### config.mk
export PLATFORM = sky130hd
export DESIGN_NAME = demux_rx
export DESIGN_NICKNAME = d
export VERILOG_FILES = /design/src/rtl/demux_rx.sv
export SDC_FILE = /design/constraint.sdc
export NUM_CORES = 1
export LEC_CHECK = 0
export CORE_MARGIN = 10
export CORE_UTILIZATION = 47
export CTS_CLUSTER_DIAMETER = 50
export CTS_CLUSTER_SIZE = 14
export DETAILED_ROUTE_END_ITERATION = 8
export GPL_TIMING_DRIVEN = 0
export MAX_ROUTING_LAYER = met4
export PLACE_DENSITY = 0.84
export SLEW_MARGIN = 15
export SYNTH_ARGS = -nofsm -noshare
export SYNTH_HDL_FRONTEND = slang
export SYNTH_SLANG_ARGS = --single-unit
### constraint.sdc
create_clock -name clk -period 3.48 [get_ports clk]
set_clock_uncertainty 0.2 [all_clocks]
set_input_delay 0.522 -clock clk [delete_from_list [all_inputs] [get_ports clk]]
set_output_delay 0.522 -clock clk [all_outputs]
set_load 0.02 [all_outputs]
### src/rtl/demux_rx.sv
// Channel-select receiver: synchronizes an asynchronous cs/wr/set_ch/ena bus and commits the channel address on the rising edge of wr.
// Optional macro DEMUX_RX_ONEHOT_EN enables the registered 32-bit one-hot channel decoder on ch_onehot.
module demux_rx #(
    parameter int SYNC_STAGES = 2
) (
    input  logic        clk,
    input  logic        rst,
    input  logic        ena,
    input  logic        wr,
    input  logic        cs,
    input  logic [4:0]  set_ch,
    output logic [4:0]  ch,
    output logic        ch_valid,
    output logic        sw_on,
    output logic [31:0] ch_onehot,
    output logic        wr_strobe,
    output logic        err_pulse,
    output logic [7:0]  wr_count
);

    // state | meaning
    // IDLE  | bus deselected, waiting for cs
    // SEL   | cs asserted, waiting for wr to fall
    // WRITE | wr low, capturing the address until wr rises (commit) or cs drops (abort)
    typedef enum logic [1:0] {
        IDLE  = 2'd0,
        SEL   = 2'd1,
        WRITE = 2'd2
    } state_t;

    state_t state_q, state_d;

    logic [SYNC_STAGES-1:0] ena_sync_q;
    logic [SYNC_STAGES-1:0] wr_sync_q;
    logic [SYNC_STAGES-1:0] cs_sync_q;
    logic [4:0]             ch_sync_q [SYNC_STAGES];

    logic       ena_s, wr_s, cs_s;
    logic [4:0] ch_s;
    logic       wr_prev_q;

    logic [4:0] addr_hold_q, addr_hold_d;
    logic [4:0] ch_q, ch_d;
    logic       ch_valid_q, ch_valid_d;
    logic       sw_on_q, sw_on_d;
    logic       wr_strobe_q, wr_strobe_d;
    logic       err_pulse_q, err_pulse_d;
    logic [7:0] wr_count_q, wr_count_d;

    logic commit, abort, stray;

    // Synchronizers preset to the idle bus levels so a held-low input is seen as a fresh edge after reset.
    always_ff @(posedge clk) begin
        if (rst) begin
            ena_sync_q <= '0;
            wr_sync_q  <= '1;
            cs_sync_q  <= '1;
            for (int i = 0; i < SYNC_STAGES; i++) begin
                ch_sync_q[i] <= '0;
            end
            wr_prev_q  <= 1'b1;
        end else begin
            ena_sync_q   <= {ena_sync_q[SYNC_STAGES-2:0], ena};
            wr_sync_q    <= {wr_sync_q[SYNC_STAGES-2:0], wr};
            cs_sync_q    <= {cs_sync_q[SYNC_STAGES-2:0], cs};
            ch_sync_q[0] <= set_ch;
            for (int i = 1; i < SYNC_STAGES; i++) begin
                ch_sync_q[i] <= ch_sync_q[i-1];
            end
            wr_prev_q    <= wr_s;
        end
    end

    assign ena_s = ena_sync_q[SYNC_STAGES-1];
    assign wr_s  = wr_sync_q[SYNC_STAGES-1];
    assign cs_s  = cs_sync_q[SYNC_STAGES-1];
    assign ch_s  = ch_sync_q[SYNC_STAGES-1];

    always_ff @(posedge clk) begin
        if (rst) begin
            state_q <= IDLE;
        end else begin
            state_q <= state_d;
        end
    end

    always_comb begin
        state_d = state_q;
        case (state_q)
            IDLE: begin
                if (!cs_s) begin
                    state_d = wr_s ? SEL : WRITE;
                end
            end
            SEL: begin
                if (!wr_s) begin
                    state_d = WRITE;
                end else if (cs_s) begin
                    state_d = IDLE;
                end
            end
            WRITE: begin
                if (wr_s) begin
                    state_d = cs_s ? IDLE : SEL;
                end else if (cs_s) begin
                    state_d = IDLE;
                end
            end
            default: state_d = IDLE;
        endcase
    end

    always_comb begin
        commit = (state_q == WRITE) && wr_s;
        abort  = (state_q == WRITE) && !wr_s && cs_s;
        stray  = (state_q == IDLE) && cs_s && wr_prev_q && !wr_s;

        // Also capture on entry so a single-cycle wr low still commits the address it carried.
        addr_hold_d = ((state_q == WRITE) || (state_d == WRITE)) ? ch_s : addr_hold_q;
        ch_d        = commit ? addr_hold_q : ch_q;
        ch_valid_d  = ch_valid_q | commit;
        wr_count_d  = wr_count_q + {7'd0, commit};
        sw_on_d     = ch_valid_d & ena_s;
        wr_strobe_d = commit;
        err_pulse_d = abort | stray;
    end

    always_ff @(posedge clk) begin
        if (rst) begin
            addr_hold_q <= '0;
            ch_q        <= '0;
            ch_valid_q  <= 1'b0;
            sw_on_q     <= 1'b0;
            wr_strobe_q <= 1'b0;
            err_pulse_q <= 1'b0;
            wr_count_q  <= '0;
        end else begin
            addr_hold_q <= addr_hold_d;
            ch_q        <= ch_d;
            ch_valid_q  <= ch_valid_d;
            sw_on_q     <= sw_on_d;
            wr_strobe_q <= wr_strobe_d;
            err_pulse_q <= err_pulse_d;
            wr_count_q  <= wr_count_d;
        end
    end

`ifdef DEMUX_RX_ONEHOT_EN
    logic [31:0] onehot_q, onehot_d;

    always_comb begin
        onehot_d = sw_on_d ? (32'd1 << ch_d) : 32'd0;
    end

    always_ff @(posedge clk) begin
        if (rst) begin
            onehot_q <= '0;
        end else begin
            onehot_q <= onehot_d;
        end
    end

    assign ch_onehot = onehot_q;
`else
    assign ch_onehot = 32'd0;
`endif

    assign ch        = ch_q;
    assign ch_valid  = ch_valid_q;
    assign sw_on     = sw_on_q;
    assign wr_strobe = wr_strobe_q;
    assign err_pulse = err_pulse_q;
    assign wr_count  = wr_count_q;

    a_strobe_err_excl: assert property (@(posedge clk) disable iff (rst) !(wr_strobe && err_pulse));

endmodule

=== Word level (Yosys, flattened, before mapping) ===
Memory sizes are Yosys's and may differ from the RTL's. A register that Yosys moved wholly into a read port is not among the register bits.
Index checks and enable logic that the tools add are counted.

* Bits in registers: 26
* Bits in latches: 0
* Bits in writable memories: 10
* ROM bits: 0
* Input bits: 10
* Output and inout bits: 49
* Memories: 1

{| class="wikitable"
|+ Memories
! name !! depth !! bits a word !! read ports !! clocked after Yosys merged registers in !! wr ports !! line !! RTL
|-
| ch_sync_q || 2 || 5 || 2 || 1 || 2 || 36 || <nowiki>logic [4:0] ch_sync_q [SYNC_STAGES];</nowiki>
|}

* Add/sub/neg operators: 1
* $mul: 0
* Divide/modulo/power cells: 0
* Order comparisons: 0
* Equal/unequal tests: 3
* Shifts and indexed selects: 0
* Mux-type cells: 12
* Bitwise operators: 5
* Reductions and logical operators: 9

{| class="wikitable"
|+ Operators by type and width
! cell !! number
|-
| $mux W2 || 5
|-
| $mux W5 || 2
|-
| $add A8 B1 Y8 || 1
|-
| $logic_and A1 B1 Y1 || 6
|-
| $pmux W2 S3 || 1
|-
| $eq A2 B2 Y1 const B || 2
|-
| $mux W1 || 4
|-
| $or A1 B1 Y1 || 4
|-
| $eq A2 B1 Y1 const B || 1
|-
| $logic_not A2 Y1 || 1
|-
| $and A1 B1 Y1 || 1
|-
| $logic_not A1 Y1 || 1
|-
| $logic_or A1 B1 Y1 || 1
|}

=== Longest topological paths before layout ===
* Depth after elaboration: 5
* Depth in mapped cells: 7
* Mapped depth without buffers: 7

=== Least setup slack after synthesis ===
OpenSTA, ideal clock, no wires.

* Kind: flip-flop to flip-flop
* Start: register state_q[1]
* End: register wr_count_q[6], in the netlist wr_count[6]
* Setup time: 0.071 ns
* Arrival: 1.667 ns
* Required time: 3.209 ns
* Path slack: 1.543 ns
* Cell stages (with the launch flop): 8
* Buffers on the path: 0
* Clock period less this slack: 1.937 ns
* Cells stage by stage: dfxtp_1 > nand3b_2 > inv_1 > ha_1 > ha_1 > nand3_1 > or3_1 > a21oi_1

* Word-level cells in the longest chain between the ends: 3

{| class="wikitable"
|+ RTL lines
! what !! line !! RTL
|-
| from (decl) || 31 || <nowiki>state_t state_q, state_d;</nowiki>
|-
| from (signal assigned) || 83 || <nowiki>state_q <= state_d;</nowiki>
|-
| $eq A2 B2 Y1 || 114 || <nowiki>commit = (state_q == WRITE) && wr_s;</nowiki>
|-
| $logic_and A1 B1 Y1 || 114 ||
|-
| named net commit || 50 || <nowiki>logic commit, abort, stray;</nowiki>
|-
| $add A8 B1 Y8 || 122 || <nowiki>wr_count_d = wr_count_q + {7'd0, commit};</nowiki>
|-
| to (signal assigned) || 144 || <nowiki>wr_count_q <= wr_count_d;</nowiki>
|-
| to (decl) || 48 || <nowiki>logic [7:0] wr_count_q, wr_count_d;</nowiki>
|}

The timed path passes the listed nets, and every way through them passes these cells.
A chain may end at the register's enable or synchronous reset.

=== Worst setup path after layout ===
Ends and elaborated chain as after synthesis.

==> flow_summary.toml <==
[timing]
setup_violations = 0
tns_ps = 0
fin_hold_ws_ps = 219
hold_violations = 0
fmax_mhz = 461
fin_crit_sh = 0.623
final-max-slew-violation-count = 0
rsz0062_at_grt = "no"
layout_min_cycle_time_ps = 2170

[global_route]
grt_start_max_net_pins = 12
gr-total-overflow = 0
grt_pass1_wl_um = 4550
first_global_vias = 1008
antenna_found_initial = 0
globalRouteTotalUtil = 0.0928

[power_and_ir_drop]
p_sw_mw = 0.182
peakVddDrop_uv = 208
total_power_mw = 0.800
comb_power_share = 0.116
power_frac_seq = 0.603
clkPwrFrac = 0.281
powerDensity_nw_per_um2 = 379
p_leak_nw = 0.942
p_int_mw = 0.618
swShare = 0.227

[worst_setup_path]
cp_data_arrival_time_ps = 2230
path_class = "flip-flop to flip-flop"
cpMostUsedCell = "ha_1"
crit_slowest_cell = "dfxtp_1"
worstPathRequired_ps = 3540
end_kind = "flip-flop"
critPathLaunchType = "flip-flop"
cpLargestDelayFamily = "simple AND/OR/NAND/NOR gates"
cpPeakStageDelay_ps = 490
path_cells = "nand3b_2, inv_1, ha_1, ha_1, nand3_1, or3_1, a21oi_1"
cp.buffers_inverters = 1
crit_fanout = 7

[synth]
synthXorXnorAreaFrac = 0.0162
syn_inst = 158
synthMuxAreaShare = 0.0618
ys_ff_latch = 41
synth_top_family_by_area = "simple AND/OR/NAND/NOR gates"
ys_warn_count = 0
synth-adder-area-share = 0.0154
syn_avg_cell_area_um2 = 10.3
synth_compound_area_frac = 0.0486
synth_cell_types = 27
synth-simple-area-share = 0.187
syn_area_um2 = 1620
ys_seq_area_frac = 0.507

[clock_network]
cts_tree = "built"
cts_made_buffers = 5
cts_max_path_buffers = 2
ctsResizeCount = 0
insertion_delay_ps = 320
cts.clk_slew.worst_paths_ps = 100
holdBufCountCts = 0
post-cts-setup-buffers = 0
cts_sinks = 41
h-tree-depth = 2
root_buffer = "clkbuf_4"

[outcome]
outcome = "finished, final reports clean"

[placed_design]
place_congestion = 0.766
portBuffers = 26
dp_hpwl_um = 2250
placedCellCount = 261

[drt]
routed_wl_um = 2700
routed-via-count = 1060
ant_nets = 0
wl_met2_um = 1230
drtPass1Iterations = 4
wl_met1_um = 1230
drcViolationCount = 0
avgViaCountPerCell = 3.96
drt-initial-drc-count = 38
dr.max_layer_used = "met4"
dr_wl_met3_um = 204
drt-wirelength-per-cell_um = 10.1

[cells_and_area]
drive_above_1_share = 0.212
multi_input_area_um2 = 653
fill_cells = 288
regArea_um2 = 821
syn2layout_area_growth_pct = 30.2
instances_no_fill = 268
antennaDiodeCount = 0
layout.nets = 234

[floorplanning]
start_util = 0.486
rows = 21
die_w_um = 78.7
die-area_um2 = 6200
ios = 59
coreArea_um2 = 3340
die_h_um = 78.7

[job]
cap_violations = 0

[min_path]
hold_path_class = "flip-flop to flip-flop"
==> flip-flops by register name, indices dropped and copies added, names as in the netlist <==
name,flops
ch_sync_q,10
wr_count,8
addr_hold_q,5
ch,5
cs_sync_q,2
ena_sync_q,2
state_q,2
wr_sync_q,2
ch_valid,1
err_pulse,1
sw_on,1
wr_prev_q,1
wr_strobe,1
==> metrics by stage <==
stage	instance area, um^2	util	worst slack, ps
6_report	2110	0.632	1310
5_1_grt	2110	0.632	1180
4_1_cts	2110	0.632	1280
3_5_place_dp	2050	0.616	1160
3_3_place_gp	2050	0.616	1170
2_1_floorplan	1740	-	1540
==> cell usage in the layout (no fill, tap or decap), drive strengths merged <==
master / Yosys / routed
a211oi: 2 / 2
a21oi: 4 / 4
and2: 1 / 1
buf: 33 / 33
clkbuf: 3 / 10
clkdlybuf4s50: 0 / 26
conb: 1 / 32
dfxtp: 41 / 41
ha: 2 / 2
inv: 2 / 2
mux2i: 10 / 10
nand2: 3 / 3
nand2b: 12 / 12
nand3: 2 / 2
nand3b: 1 / 1
nor2: 10 / 10
nor2b: 15 / 15
o21ai: 3 / 3
o31ai: 2 / 2
or2: 5 / 5
or3: 2 / 2
or4: 1 / 1
xnor2: 1 / 1
xor2: 2 / 2
==> cells by family after synthesis <==
kind of cell               count (synthesis)
other                                      1
adders and majority gates                  2
and+or+nand+nor                           52
muxes                                     10
xor gates and xnor gates                   3
DFF                                       41
buffers and inverters                     38
AOI/OAI and AO/OA                         11
==> worst reg2reg max path, cell delays in order (launching register included) <==
cell and delay, ps:
dfxtp_1 490, nand3b_2 270, inv_1 110, ha_1 200
ha_1 200, nand3_1 140, or3_1 370, a21oi_1 130
==> power by group through the flow <==
| stage | Clock, mW | Sequential [mW] | Combinational [mW] |
|---|---|---|---|
| 2_1_floorplan | 0 | 0.493 | 0.0754 |
| 5_1_grt | 0.256 | 0.484 | 0.102 |
| 4_1_cts | 0.234 | 0.483 | 0.0911 |
| 3_3_place_gp | 0 | 0.493 | 0.0905 |
| 3_5_place_dp | 0 | 0.493 | 0.0912 |
| 6_report | 0.224 | 0.482 | 0.0931 |
==> cells in the mapped netlist, drive strengths merged <==
master,count,area share
dfxtp,41,0.51
buf,33,0.15
nor2b,15,0.058
nand2b,12,0.046
mux2i,10,0.062
nor2,10,0.023
or2,5,0.019
a21oi,4,0.012
clkbuf,3,0.0069
nand2,3,0.0069
o21ai,3,0.0093
a211oi,2,0.0093
ha,2,0.015
inv,2,0.0046
nand3,2,0.0093
o31ai,2,0.018
or3,2,0.0085
xor2,2,0.011
and2,1,0.0039
conb,1,0.0023
nand3b,1,0.0069
or4,1,0.0046
xnor2,1,0.0054
==> routing by layer <==
layer,GRT usage,up-vias
met5,-,-
met4,0.0376,0
met3,0.0383,4
met1,0.107,442
met2,0.140,41
li1,-,573
==> path summary, 6_finish.rpt <==
| kind | from | cells past startpoint | to | slack, ps |
|---|---|---|---|---|
| max | state_q[1] | 7 | wr_count[6] | 1310 |
| min | cs_sync_q[0] | 1 | cs_sync_q[1] | 220 |
| max reg2reg | state_q[1] | 7 | wr_count[6] | 1310 |
| min reg2reg | cs_sync_q[0] | 1 | cs_sync_q[1] | 220 |
==> area by class of cell <==
type | count | share of cell area
clock buffers | 7 | 0.0261
plain buffers | 36 | 0.121
repair buffers | 26 | 0.123
well taps | 46 | 0.0273
flip-flops and latches | 41 | 0.389
inverters | 2 | 0.00356
multi-input cells | 110 | 0.310
(Power assumes the default switching activity.)
